`src/rtl/serial_adder_pkg.sv`:
```
// ---------------------------------------------------------------------------
// serial_adder_pkg
// Shared definitions for the bit-serial adder controller:
//   - state_e       : controller state encoding (IDLE=0, RUN=1, DONE=2)
//   - DEFAULT_WIDTH : default operand/sum width
//   - cnt_width()   : bit counter width, max(1, ceil(log2(width)))
// ---------------------------------------------------------------------------
package serial_adder_pkg;

  localparam int DEFAULT_WIDTH = 8;

  typedef enum logic [1:0] {
    IDLE = 2'd0,
    RUN  = 2'd1,
    DONE = 2'd2
  } state_e;

  // $clog2(1) is 0, but the counter always needs at least one bit.
  function automatic int cnt_width(input int width);
    return (width <= 1) ? 1 : $clog2(width);
  endfunction

endpackage : serial_adder_pkg

```
`src/rtl/full_adder.sv`:
```
// ---------------------------------------------------------------------------
// full_adder
// Single-bit combinational full adder.
// Ports:
//   a, b, c : addend bits and carry-in
//   s       : sum bit
//   cy      : carry-out
// ---------------------------------------------------------------------------
module full_adder (
  input  logic a,
  input  logic b,
  input  logic c,
  output logic s,
  output logic cy
);

  assign s  = a ^ b ^ c;
  assign cy = (a & b) | (a & c) | (b & c);

endmodule : full_adder

```
`src/rtl/serial_adder_ctrl.sv`:
```
// ---------------------------------------------------------------------------
// serial_adder_ctrl
// Bit-serial adder: sequences one full_adder over WIDTH cycles to compute
// {cout, sum} = a_in + b_in + cin, LSB first.
// Ports:
//   clk, rst        : clock, asynchronous active-high reset
//   start           : request, sampled in IDLE or DONE only
//   a_in, b_in, cin : operands, captured on an accepted start
//   busy            : high whenever the controller is not IDLE
//   done            : one-cycle pulse, sum/cout valid in the same cycle
//   sum, cout       : registered result, held until the next completion
// ---------------------------------------------------------------------------
module serial_adder_ctrl
  import serial_adder_pkg::*;
#(
  parameter int WIDTH = DEFAULT_WIDTH
) (
  input  logic             clk,
  input  logic             rst,
  input  logic             start,
  input  logic [WIDTH-1:0] a_in,
  input  logic [WIDTH-1:0] b_in,
  input  logic             cin,
  output logic             busy,
  output logic             done,
  output logic [WIDTH-1:0] sum,
  output logic             cout
);

  localparam int CW = cnt_width(WIDTH);
  // The result shift register only needs the bits collected before the
  // final cycle; the last sum bit comes straight from the adder.
  localparam int SW = (WIDTH > 1) ? WIDTH - 1 : 1;

  state_e           state_q, state_d;
  logic [WIDTH-1:0] a_q, a_d;
  logic [WIDTH-1:0] b_q, b_d;
  logic [SW-1:0]    s_q, s_d;
  logic             carry_q, carry_d;
  logic [CW-1:0]    cnt_q, cnt_d;
  logic [WIDTH-1:0] sum_q, sum_d;
  logic             cout_q, cout_d;

  logic             fa_s, fa_cy;
  logic [WIDTH-1:0] sum_next;
  logic [SW-1:0]    s_shift;
  logic             last_bit;

  full_adder u_fa (
    .a  (a_q[0]),
    .b  (b_q[0]),
    .c  (carry_q),
    .s  (fa_s),
    .cy (fa_cy)
  );

  // sum_next is the full result if this is the final RUN cycle; s_shift is
  // the partial result register after inserting this cycle's bit at the MSB.
  if (WIDTH == 1) begin : gen_w1
    assign sum_next = fa_s;
    assign s_shift  = s_q;
  end else begin : gen_wn
    logic [WIDTH-1:0] s_full;
    assign s_full   = {fa_s, s_q};
    assign sum_next = s_full;
    assign s_shift  = s_full[WIDTH-1:1];
  end

  assign last_bit = (cnt_q == CW'(WIDTH - 1));

  always_comb begin
    state_d = state_q;
    a_d     = a_q;
    b_d     = b_q;
    s_d     = s_q;
    carry_d = carry_q;
    cnt_d   = cnt_q;
    sum_d   = sum_q;
    cout_d  = cout_q;

    case (state_q)
      IDLE, DONE: begin
        if (start) begin
          a_d     = a_in;
          b_d     = b_in;
          carry_d = cin;
          cnt_d   = '0;
          state_d = RUN;
        end else begin
          state_d = IDLE;
        end
      end
      RUN: begin
        a_d     = a_q >> 1;
        b_d     = b_q >> 1;
        s_d     = s_shift;
        carry_d = fa_cy;
        cnt_d   = cnt_q + CW'(1);
        if (last_bit) begin
          sum_d   = sum_next;
          cout_d  = fa_cy;
          state_d = DONE;
        end
      end
      default: state_d = IDLE;
    endcase
  end

  always_ff @(posedge clk or posedge rst) begin
    if (rst) begin
      state_q <= IDLE;
      a_q     <= '0;
      b_q     <= '0;
      s_q     <= '0;
      carry_q <= 1'b0;
      cnt_q   <= '0;
      sum_q   <= '0;
      cout_q  <= 1'b0;
    end else begin
      state_q <= state_d;
      a_q     <= a_d;
      b_q     <= b_d;
      s_q     <= s_d;
      carry_q <= carry_d;
      cnt_q   <= cnt_d;
      sum_q   <= sum_d;
      cout_q  <= cout_d;
    end
  end

  assign busy = (state_q != IDLE);
  assign done = (state_q == DONE);
  assign sum  = sum_q;
  assign cout = cout_q;

endmodule : serial_adder_ctrl

```
`config.mk`:
```
export PLATFORM = sky130hd
export DESIGN_NAME = serial_adder_ctrl
export DESIGN_NICKNAME = d
export VERILOG_FILES = /design/src/rtl/serial_adder_pkg.sv /design/src/rtl/full_adder.sv /design/src/rtl/serial_adder_ctrl.sv
export SDC_FILE = /design/constraint.sdc
export NUM_CORES = 1
export LEC_CHECK = 0
export CORE_ASPECT_RATIO = 0.7
export CORE_MARGIN = 2
export CORE_UTILIZATION = 50
export CTS_BUF_LIST = sky130_fd_sc_hd__clkbuf_16
export CTS_CLUSTER_DIAMETER = 30
export DETAILED_ROUTE_END_ITERATION = 10
export PLACE_DENSITY = 0.85
export RECOVER_POWER = 25
export SYNTH_ARGS = -nofsm -noshare
export SYNTH_HDL_FRONTEND = slang
export SYNTH_HIERARCHICAL = 1
export SYNTH_SLANG_ARGS = --single-unit
```
`constraint.sdc`:
```
create_clock -name clk -period 3.8 [get_ports clk]
set_input_delay 0.57 -clock clk [delete_from_list [all_inputs] [get_ports clk]]
set_output_delay 0.57 -clock clk [all_outputs]
set_load 0.005 [all_outputs]
```
==> results.ini <==
[run_status]
outcome = finished clean

[sta]
max-slew-margin-rel = 0.384
setup_viol = 0
timing.fmax_mhz = 407
clock_skew_ps = 4.62
final_critical_path_setup_slack_ps = 1340
timing.final.max_slew_violations = 0
setup_tns_ps = 0
worst_hold_slack_ps = 488
hold_viol_final = 0
finalWorstPathRequiredPeriod_ps = 2460
finalCritPeriodShare = 0.647
grt_setup_unrepaired = false
slew_at_the_pin_with_the_worst_max_slew_slack_ps = 923

[routing]
route.detailed.vias_per_inst = 5.29
postRouteAntennaNets = 0
detail_route.first_pass.iterations = 4
wirelength_um = 3360
dr.first_iter.drc_count = 90
wire_per_inst_um = 14.6
detail_route.drc_violations = 0
dr_total_vias = 1222

[global_routing]
gr-total-overflow = 0
gr-max-usage-layer = met2
grt_usage = 0.199
grt_max_degree = 28
groute.layer.met2.usage = 0.304
grt_use_met3 = 0.0581
first_global_vias = 1170
number_of_antenna_violations_at_the_first_check_in_global_routing = 0
grtUsageMet1 = 0.276
grt_first_pass_wirelength_um = 5690

[logic_synthesis]
ys_ff_latch = 38
yosysMostFrequentCell = sky130_fd_sc_hd__dfrtp_1
portion_of_the_post_synthesis_area_used_by_sequential_elements = 0.540
synth_top_area_frac = 0.540
syn-cell-area_um2 = 1760
count_of_flip_flops_with_a_built_in_enable_after_synthesis = 0
syn_nets = 181
mean_instance_size_in_the_synthesized_netlist_um2 = 11.1
synth_top_flop_cell = sky130_fd_sc_hd__dfrtp_1
synth.top_cells.by_area = sky130_fd_sc_hd__dfrtp_1 (54%), sky130_fd_sc_hd__mux2_4 (7.7%), sky130_fd_sc_hd__nand2_1 (4.9%)
synth_largest_area_cell = sky130_fd_sc_hd__dfrtp_1
yosysWarnings = 6
synth_async_sr_flop_share = 1.00
synthTopCellsByCount = sky130_fd_sc_hd__dfrtp_1 (38), sky130_fd_sc_hd__nand2_1 (23), sky130_fd_sc_hd__mux2_4 (9), sky130_fd_sc_hd__nor2_1 (9)
post_synth_num_cell_types = 30
postSynthCellCount = 158

[finish]
nNetsFinal = 207
num-fill-cells = 232
drive_above_1_share = 0.0978
final_cell_area_um2 = 2220
multi_input_comb_area_um2 = 736
finalCoreUtilization = 0.682
insertedDiodeCount = 0
areaGrowthSynthToFinish_pct = 26.0
post_layout_nonfiller_instances = 231
regArea_um2 = 951

[power]
max-vdd-ir-drop_mv = 0.434
power_mw = 1.86
total_power_density_per_cell_area_nw_per_um2 = 838
leakagePower_nw = 0.994

[critical_path]
crit_path_max_fanout = 19
critPathArrivalTime_ps = 2620
endpoint_kind = flop
path_class = in2reg
critical_path.startpoint_type = input port
worst-endpoint-required_ps = 3960

[placement]
routability_congestion_estimate_from_global_placement = 0.774
port_buffers = 30
place_ws_ps = 1160
detailed_place.area_um2 = 2060
dpl.hpwl_um = 2230
dp.cells = 224

[clocking]
clock_tree.htree_level_count = 2
post_cts.resized_instances = 0
number_of_buffers_inserted_to_repair_setup_after_cts = 0
cts_hold_buffers = 0
clock_sink_count = 38
clockRootBuffer = sky130_fd_sc_hd__clkbuf_16
clock_insertion_delay_at_the_later_pin_of_the_skew_report_ps = 280
cts.clk_slew.worst_paths_ps = 50
clock_tree_from_tritoncts = built
clk_path_buf_depth = 2
numCtsBuffers = 5

[die]
fp.coreArea_um2 = 3250
ioPinCount = 31
placement_row_count = 17
dieArea_um2 = 4020
chipHeight_um = 53.7
initial_core_util = 0.541
die_width_um = 74.9

[min_path]
min-delay-path-class = reg2reg

[job]
maxCapViolations = 0

==> sequential cells by signal (all words and copies together), names as in the netlist <==
| signal | count |
|---|---|
| state_q | 2 |
| s_q | 7 |
| sum | 8 |
| carry_q | 1 |
| cnt_q | 3 |
| a_q | 8 |
| cout | 1 |
| b_q | 8 |
==> cells in the final DEF (no fill, tap or decap), types with 4 or more instances in the layout <==
cell,instances
sky130_fd_sc_hd__nand2_1,23
sky130_fd_sc_hd__nor2b_1,8
sky130_fd_sc_hd__clkbuf_16,5
sky130_fd_sc_hd__mux2_4,9
sky130_fd_sc_hd__a21oi_1,6
sky130_fd_sc_hd__a211oi_1,6
sky130_fd_sc_hd__o21ai_1,4
sky130_fd_sc_hd__clkdlybuf4s50_1,28
sky130_fd_sc_hd__nor3_1,7
sky130_fd_sc_hd__nor2_1,9
sky130_fd_sc_hd__dfrtp_1,38
sky130_fd_sc_hd__mux2i_1,8
sky130_fd_sc_hd__o22ai_1,7
==> where the power goes <==
group / internal [mW] / switching (mW)
clock network: 0.303 / 0.147
registers: 0.596 / 0.164
logic: 0.363 / 0.286
total: 1.26 / 0.598
==> final timing paths <==
| check | from | endpoint | slack [ps] | cells after the start |
|---|---|---|---|---|
| setup reg to reg | state_q[0] | sum[5] | 1630 | 3 |
| max in group asynchronous | rst | s_q[2] | 2110 | 3 |
| hold / removal | s_q[0] | s_q[0] | 490 | 2 |
| min in group asynchronous | rst | sum[1] | 940 | 2 |
| hold reg to reg | s_q[0] | s_q[0] | 490 | 2 |
| setup / recovery | start | a_q[5] | 1340 | 4 |
==> layer usage <==
metal | share of wire | wire [um]
met1 | 0.48 | 1600
met2 | 0.47 | 1570
met3 | 0.040 | 133
met4 | 0.017 | 57
met5 | 0 | 0
==> final cells by class <==
type / instances / area share
flip-flops and latches: 38 / 0.428
multi-input cells: 106 / 0.331
repair buffers: 31 / 0.139
clock buffers: 5 / 0.0564
well taps: 47 / 0.0265
clock inverters: 2 / 0.0152
inverters: 2 / 0.00338
==> critical path: stages <==
cell                            delay, ps
sky130_fd_sc_hd__dlygate4sd3_1        970
sky130_fd_sc_hd__nor2b_1              590
sky130_fd_sc_hd__nor2_1               150
sky130_fd_sc_hd__a221o_1              330
==> kinds of logic (layout without fill, tap and decap cells) <==
logic type                 after synthesis  count (layout)  share of synthesized area
AOI/OAI and AO/OA                       27              27                     0.0987
adders and majority gates                3               3                     0.0256
and+or+nand+nor                         57              57                      0.160
xor gates and xnor gates                 1               1                    0.00497
buffers and inverters                   14              40                     0.0426
muxes                                   18              18                      0.129
DFF                                     38              38                      0.540
Power figures use the tool's default switching activity.
